<file path="src/rtl/kernel_loader_pkg.sv">
// Shared types and AXI constants for the kernel stream loader.
package kernel_loader_pkg;

  typedef enum logic [2:0] {
    S_IDLE,
    S_SELECT,
    S_ADDR,
    S_DATA,
    S_SETTLE
  } state_t;

  localparam logic [1:0] AXI_BURST_INCR = 2'b01;
  localparam logic [3:0] AXI_CACHE_MOD  = 4'b0011;
  localparam logic [1:0] AXI_RESP_OKAY  = 2'b00;

  function automatic int burst_bytes(input int burst_len, input int data_w);
    return burst_len * data_w / 8;
  endfunction

  function automatic int axi_size(input int data_w);
    return $clog2(data_w / 8);
  endfunction

endpackage

</file>
<file path="src/rtl/rr_arbiter.sv">
// Combinational round-robin arbiter: search starts one past the last grant.
module rr_arbiter #(
  parameter int NUM_CH = 3,
  parameter int IDX_W  = (NUM_CH > 1) ? $clog2(NUM_CH) : 1
) (
  input  logic [NUM_CH-1:0] req,
  input  logic [IDX_W-1:0]  last,
  output logic [NUM_CH-1:0] grant,
  output logic              valid
);

  // Two passes: indices above last first, then wrap around to the low ones.
  always_comb begin
    grant = '0;
    valid = 1'b0;
    for (int i = 0; i < NUM_CH; i++)
      if (!valid && req[i] && i > int'(last)) begin
        grant[i] = 1'b1;
        valid    = 1'b1;
      end
    for (int i = 0; i < NUM_CH; i++)
      if (!valid && req[i] && i <= int'(last)) begin
        grant[i] = 1'b1;
        valid    = 1'b1;
      end
  end

endmodule

</file>
<file path="src/rtl/kernel_stream_loader.sv">
// Read-only AXI4 master streaming kernel coefficients into NUM_CH FIFOs,
// one burst in flight, channels served round-robin.
module kernel_stream_loader
  import kernel_loader_pkg::*;
#(
  parameter int NUM_CH     = 3,
  parameter int ID_W       = 3,
  parameter int ADDR_W     = 32,
  parameter int DATA_W     = 64,
  parameter int BURST_LEN  = 8,
  parameter int FIFO_DEPTH = 256,
  parameter int CNT_W      = $clog2(FIFO_DEPTH) + 1,
  parameter int AR_ID      = 1
) (
  input  logic                     clk,
  input  logic                     reset_n,
  input  logic                     start,
  input  logic [NUM_CH-1:0]        ch_en,
  input  logic [NUM_CH-1:0]        ch_wrap_en,
  input  logic [NUM_CH*ADDR_W-1:0] ch_start_addr,
  input  logic [NUM_CH*ADDR_W-1:0] ch_end_addr,
  input  logic [NUM_CH*CNT_W-1:0]  fifo_count,
  output logic [DATA_W-1:0]        fifo_wr_data,
  output logic [NUM_CH-1:0]        fifo_wr_en,
  output logic [NUM_CH-1:0]        ch_done,
  output logic                     all_done,
  output logic                     busy,
  output logic                     rd_err,
  output logic [ID_W-1:0]          m_axi_arid,
  output logic [ADDR_W-1:0]        m_axi_araddr,
  output logic [7:0]               m_axi_arlen,
  output logic [2:0]               m_axi_arsize,
  output logic [1:0]               m_axi_arburst,
  output logic                     m_axi_arlock,
  output logic [3:0]               m_axi_arcache,
  output logic [2:0]               m_axi_arprot,
  output logic [3:0]               m_axi_arqos,
  output logic                     m_axi_arvalid,
  input  logic                     m_axi_arready,
  input  logic [ID_W-1:0]          m_axi_rid,
  input  logic [DATA_W-1:0]        m_axi_rdata,
  input  logic [1:0]               m_axi_rresp,
  input  logic                     m_axi_rlast,
  input  logic                     m_axi_rvalid,
  output logic                     m_axi_rready
);

  localparam int IDX_W = (NUM_CH > 1) ? $clog2(NUM_CH) : 1;
  localparam logic [ADDR_W-1:0] BYTES_A = ADDR_W'(burst_bytes(BURST_LEN, DATA_W));

  state_t state, state_nxt;
  logic [NUM_CH-1:0][ADDR_W-1:0] ptr, win_lo, win_hi;
  logic [IDX_W-1:0]  cur, last_srv, gnt_idx;
  logic [NUM_CH-1:0] req, gnt;
  logic [ADDR_W-1:0] araddr_q, nxt;
  logic gnt_vld, all_fin, beat, reload, start_pend;
  logic unused_rid;

  assign unused_rid   = ^m_axi_rid;
  assign busy         = (state != S_IDLE);
  assign m_axi_arvalid = (state == S_ADDR);
  assign m_axi_rready  = (state == S_DATA);
  assign beat          = m_axi_rvalid && m_axi_rready;
  assign all_fin       = &(ch_done | ~ch_en);
  assign nxt           = ptr[cur] + BYTES_A;

  // Constant AR fields only show while a request is presented, so the bus idles at zero.
  assign m_axi_araddr  = araddr_q;
  assign m_axi_arid    = m_axi_arvalid ? ID_W'(AR_ID) : '0;
  assign m_axi_arlen   = m_axi_arvalid ? 8'(BURST_LEN - 1) : '0;
  assign m_axi_arsize  = m_axi_arvalid ? 3'(axi_size(DATA_W)) : '0;
  assign m_axi_arburst = m_axi_arvalid ? AXI_BURST_INCR : '0;
  assign m_axi_arcache = m_axi_arvalid ? AXI_CACHE_MOD : '0;
  assign m_axi_arlock  = 1'b0;
  assign m_axi_arprot  = '0;
  assign m_axi_arqos   = '0;

  // A start arriving mid-transaction is deferred to SETTLE so the AXI burst completes cleanly.
  assign reload = (start && (state == S_IDLE || state == S_SELECT || state == S_SETTLE)) ||
                  (start_pend && state == S_SETTLE);

  always_comb begin
    req = '0;
    for (int i = 0; i < NUM_CH; i++)
      req[i] = ch_en[i] && !ch_done[i] &&
               (32'(fifo_count[i*CNT_W +: CNT_W]) + 32'(BURST_LEN) <= 32'(FIFO_DEPTH));
  end

  rr_arbiter #(.NUM_CH(NUM_CH), .IDX_W(IDX_W)) u_arb (
    .req   (req),
    .last  (last_srv),
    .grant (gnt),
    .valid (gnt_vld)
  );

  always_comb begin
    gnt_idx = '0;
    for (int i = 0; i < NUM_CH; i++)
      if (gnt[i]) gnt_idx = IDX_W'(i);
  end

  always_ff @(posedge clk) begin
    if (!reset_n) state <= S_IDLE;
    else          state <= state_nxt;
  end

  always_comb begin
    state_nxt = state;
    case (state)
      S_IDLE:   if (start) state_nxt = S_SELECT;
      S_SELECT: if (start)        state_nxt = S_SELECT;
                else if (gnt_vld) state_nxt = S_ADDR;
                else if (all_fin) state_nxt = S_IDLE;
      S_ADDR:   if (m_axi_arready) state_nxt = S_DATA;
      S_DATA:   if (beat && m_axi_rlast) state_nxt = S_SETTLE;
      S_SETTLE: state_nxt = S_SELECT;
      default:  state_nxt = S_IDLE;
    endcase
  end

  always_ff @(posedge clk) begin
    if (!reset_n) begin
      ptr <= '0; win_lo <= '0; win_hi <= '0;
      ch_done <= '0; all_done <= 1'b0; rd_err <= 1'b0; start_pend <= 1'b0;
      cur <= '0; last_srv <= IDX_W'(NUM_CH - 1); araddr_q <= '0;
      fifo_wr_en <= '0; fifo_wr_data <= '0;
    end else begin
      fifo_wr_en <= '0;
      if (reload) begin
        win_lo <= ch_start_addr;
        win_hi <= ch_end_addr;
        ptr    <= ch_start_addr;
        for (int i = 0; i < NUM_CH; i++)
          ch_done[i] <= ch_start_addr[i*ADDR_W +: ADDR_W] >= ch_end_addr[i*ADDR_W +: ADDR_W];
        all_done   <= 1'b0;
        rd_err     <= 1'b0;
        start_pend <= 1'b0;
      end
      case (state)
        S_SELECT: if (!start) begin
          if (gnt_vld) begin
            cur      <= gnt_idx;
            last_srv <= gnt_idx;
            araddr_q <= ptr[gnt_idx];
          end else if (all_fin) all_done <= 1'b1;
        end
        S_ADDR: begin
          if (start) start_pend <= 1'b1;
          if (m_axi_arready) begin
            if (nxt >= win_hi[cur]) begin
              if (ch_wrap_en[cur]) ptr[cur] <= win_lo[cur];
              else                 ch_done[cur] <= 1'b1;
            end else ptr[cur] <= nxt;
          end
        end
        S_DATA: begin
          if (start) start_pend <= 1'b1;
          if (beat) begin
            fifo_wr_data <= m_axi_rdata;
            if (!(start || start_pend)) fifo_wr_en <= NUM_CH'(1) << cur;
            if (m_axi_rresp != AXI_RESP_OKAY) rd_err <= 1'b1;
          end
        end
        default: ;
      endcase
    end
  end

endmodule

</file>
<file path="config.mk">
export PLATFORM = sky130hd
export DESIGN_NAME = kernel_stream_loader
export DESIGN_NICKNAME = d
export VERILOG_FILES = /design/src/rtl/kernel_loader_pkg.sv /design/src/rtl/rr_arbiter.sv /design/src/rtl/kernel_stream_loader.sv
export SDC_FILE = /design/constraint.sdc
export NUM_CORES = 1
export LEC_CHECK = 0
export ABC_AREA = 0
export CAP_MARGIN = 20
export CORE_MARGIN = 2
export CORE_UTILIZATION = 30
export CTS_CLUSTER_DIAMETER = 100
export CTS_CLUSTER_SIZE = 14
export DETAILED_ROUTE_END_ITERATION = 6
export HOLD_SLACK_MARGIN = 0.06
export PLACE_DENSITY = 0.58
export SYNTH_ARGS = -nofsm -noshare
export SYNTH_HDL_FRONTEND = slang
export SYNTH_SLANG_ARGS = --single-unit
</file>
<file path="constraint.sdc">
create_clock -name clk -period 10.8 [get_ports clk]
set_input_delay 2.16 -clock clk [delete_from_list [all_inputs] [get_ports clk]]
set_output_delay 2.16 -clock clk [all_outputs]
set_load 0.01 [all_outputs]
</file>
==> impl_results.md <==
* Reg power frac at 43.8%
* HP Class: reg -> reg
* DR DRC count at 0
* Ys Warns at 0
* Worst path arrival time at 8.24 ns
* Largest buffer count on any clock path at 3
* Die width at 279 um
* P&R area growth vs syn at 25.3%
* Clk_lat worst skew at 0.56 ns
* Global-route wire length before repair at 137,000 um
* Power, Total at 3.72 mW
* Post-Route WL at 93,400 um
* Synth cell types at 76
* WHS Path Cells at 2
* Antenna violations before repair at 6
* Syn avg cell area at 7.66 um2
* Post-DR vias/cell at 5.44
* Cells after Synth at 2,971
* Die H at 279 um
* Drt pass-1 iters at 6
* CP Cell Sequence: nor2b_4, buf_4, o2bb2ai_1, nand4_1, nor4_4, nand3_1, xnor2_1, ha_1, nand4_1, or2_2, a2bb2oi_1, buf_4, inv_1, a21oi_4, o21ai_1, a2111oi_0
* CTS Sinks at 399
* Max cap viols at 0
* IR drop worst, VDD at 0.000106 V
* Iter 0 DRT Violations at 2,455
* Core Region at 75,600 um2
* Routed WL per cell at 22.1 um
* Die Area at 78,100 um2
* DRT antenna net count at 0
* Root Buffer: clkbuf_16
* Seq cells post-synth at 399
* Hold-fix buffers at CTS at 0
* Worst path slowest cell: nor4_4
* Synth top area share at 35.1%
* Pin count of the biggest net entering global routing at 129
* Initial Util at 30.1%
* H-tree depth at 2
* Postcts setup bufs at 0
* Placer Congestion at 0.924
* GRT Util Overall at 23.0%
* Max Freq at 128 MHz
* Rows at 101
* Worst setup SP type: flip-flop
* Worst slew margin at 21.9%
* Reg2reg path depth at 16
* Cts repair resizes at 0
* Internal at 2.53 mW
* Unrepaired setup endpoints after global routing: false
* Crit-path max cell delay at 1.06 ns
* Family with the most delay on the worst path: simple AND/OR/NAND/NOR gates
* CTS tree: yes
* Clock transition at path regs at 0.07 ns
* Most common cell after layout, fill and taps aside: nand2_1
* Final Hold Viols at 0
* Post-route minimum period at 7.79 ns
* Peak fanout along the critical path at 37
* Synth async-reset ratio at 0%
* Psw at 1.20 mW
* Worst Path Buf+Inv at 3
* Synth Flop Type: dfxtp_1
* Worst clock skew at 0.0206 ns
* # IOs at 435
* Sequential-to-total area share from yosys stat at 35.1%
* Port Buffers at 412
* Most frequent cells in the layout: nand2_1 (645), clkdlybuf4s50_1 (411), dfxtp_1 (397)
* Pleak at 11.0 nW
* DP HPWL at 67,800 um
* Type of the worst setup path: reg -> reg
* Status: completed
* TritonCTS Buffers at 34
* Final Setup Violations at 0
* Largest area contributor in the netlist: dfxtp_1
* Final cell area excluding filler cells at 28,500 um2
* Period utilization at 72.2%
* Number of global-route vias before repair at 21,500
* CP required at 11.25 ns
* Synth area leaders: dfxtp_1 (35%), nand2_1 (11%), a21oi_1 (8.7%)
* Netlist Area Pre-Place at 22,800 um2
* Fillers at 7,896
* Final Max Slew Viols at 0
* GRT overflow at 0
* Setup_tns at 0 ns
* Worst-Margin Slew at 1.17 ns
* Placed instance area at 27,500 um2
* Sw frac at 32.1%
* Worst path depth at 16
* Final nets at 3,669
* CP Capture Type: flip-flop
* Number of enable flip-flop cells after synthesis at 0
* PwrDens at 131 nW/um2
* Layout cells sized above 1 at 3.70%
* Combinational power share at 24.2%
* Clock power share at 31.9%
* Vias at 23,000
per-stage QoR:
stage          utilization (%)  hold WS [ns]  worst slack [ns]  instances
6_report                  37.7         0.453              3.01       4225
3_5_place_dp              36.4         0.446              2.72       4177
3_3_place_gp              36.4         0.441              2.82       4176
2_1_floorplan                -         0.433              5.84       2989
4_1_cts                   37.7         0.455              2.68       4217
5_1_grt                   37.7         0.465              2.60       4225
metal layers:
layer	part of all wire [%]	routed length [um]	GRT usage (%)	up-vias
li1	-	-	-	11000
met1	46	42600	33.2	10900
met2	43	40500	34.3	992
met3	8.4	7880	4.26	142
met4	2.7	2530	7.14	0
met5	0	0	0	-
power by group through the flow:
stage / sequential, mW / combinational [mW] / clock [mW]
final: 1.63 / 0.902 / 1.19
after global routing: 1.64 / 0.982 / 1.25
after CTS: 1.63 / 0.889 / 1.21
after detailed placement: 1.66 / 0.885 / 0
after global placement: 1.66 / 0.877 / 0
after floorplan: 1.64 / 0.518 / 0
path summary, 6_finish.rpt:
check / startpoint / end / slack, ns
min: fifo_wr_data[62]$_SDFFE_PN0P_ / fifo_wr_data[62]$_SDFFE_PN0P_ / 0.45
max reg2reg: cur[0]$_SDFFE_PN0P_ / ptr[44]$_SDFF_PN0_ / 3.01
min reg2reg: fifo_wr_data[62]$_SDFFE_PN0P_ / fifo_wr_data[62]$_SDFFE_PN0P_ / 0.45
max: cur[0]$_SDFFE_PN0P_ / ptr[44]$_SDFF_PN0_ / 3.01
Yosys cell counts, drive strengths merged (44+ instances only):
cell type	instances
dfxtp	399
a21oi	398
nand3	60
ha	132
mux2i	127
a21boi	44
nor2	120
o21ai	135
buf	71
nand2	645
inv	155
a221oi	47
clkbuf	171
sequential cells by signal, summed over array words and instances, names as in the netlist:
name          cells
cur               2
start_pend        1
state             3
win_lo           96
ptr              96
ch_done           3
m_axi_araddr     32
last_srv          1
fifo_wr_data     64
all_done          1
fifo_wr_en        3
rd_err            1
win_hi           96
worst reg2reg max path: stages (launching register included):
cell	delay [ns]
dfxtp_4	0.68
nor2b_4	0.78
buf_4	0.45
o2bb2ai_1	0.24
nand4_1	0.52
nor4_4	1.06
nand3_1	0.35
xnor2_1	0.48
ha_1	0.34
nand4_1	0.17
or2_2	0.14
a2bb2oi_1	0.43
buf_4	0.27
inv_1	0.12
a21oi_4	0.69
o21ai_1	0.52
a2111oi_0	0.46
kinds of logic (layout without fill, tap and decap cells):
| kind of cell | count (synthesis) | count (layout) | share of synthesized area [%] |
|---|---|---|---|
| AND/OR/NAND/NOR | 984 | 984 | 18.6 |
| buffers and inverters | 398 | 650 | 7.34 |
| multiplexers | 132 | 132 | 5.83 |
| other | 1 | 25 | 0.0165 |
| adder cells (fa/ha/maj) | 132 | 132 | 7.25 |
| flip-flops | 399 | 399 | 35.1 |
| AO/OA/AOI/OAI | 906 | 906 | 25.2 |
| XOR/XNOR | 19 | 19 | 0.731 |
layout make-up:
cell class / instances / area, um2 / share of cell area (%)
antenna: 6 / 15.0 / 0.0527
clock buffer: 39 / 933 / 3.27
clock inverter: 1 / 8.76 / 0.0307
inverter: 156 / 593 / 2.08
multi-input combinational: 2192 / 13300 / 46.6
sequential: 399 / 8000 / 28.0
tap: 978 / 1220 / 4.29
timing repair buffer: 454 / 4450 / 15.6
Power figures use the tool's default switching activity.
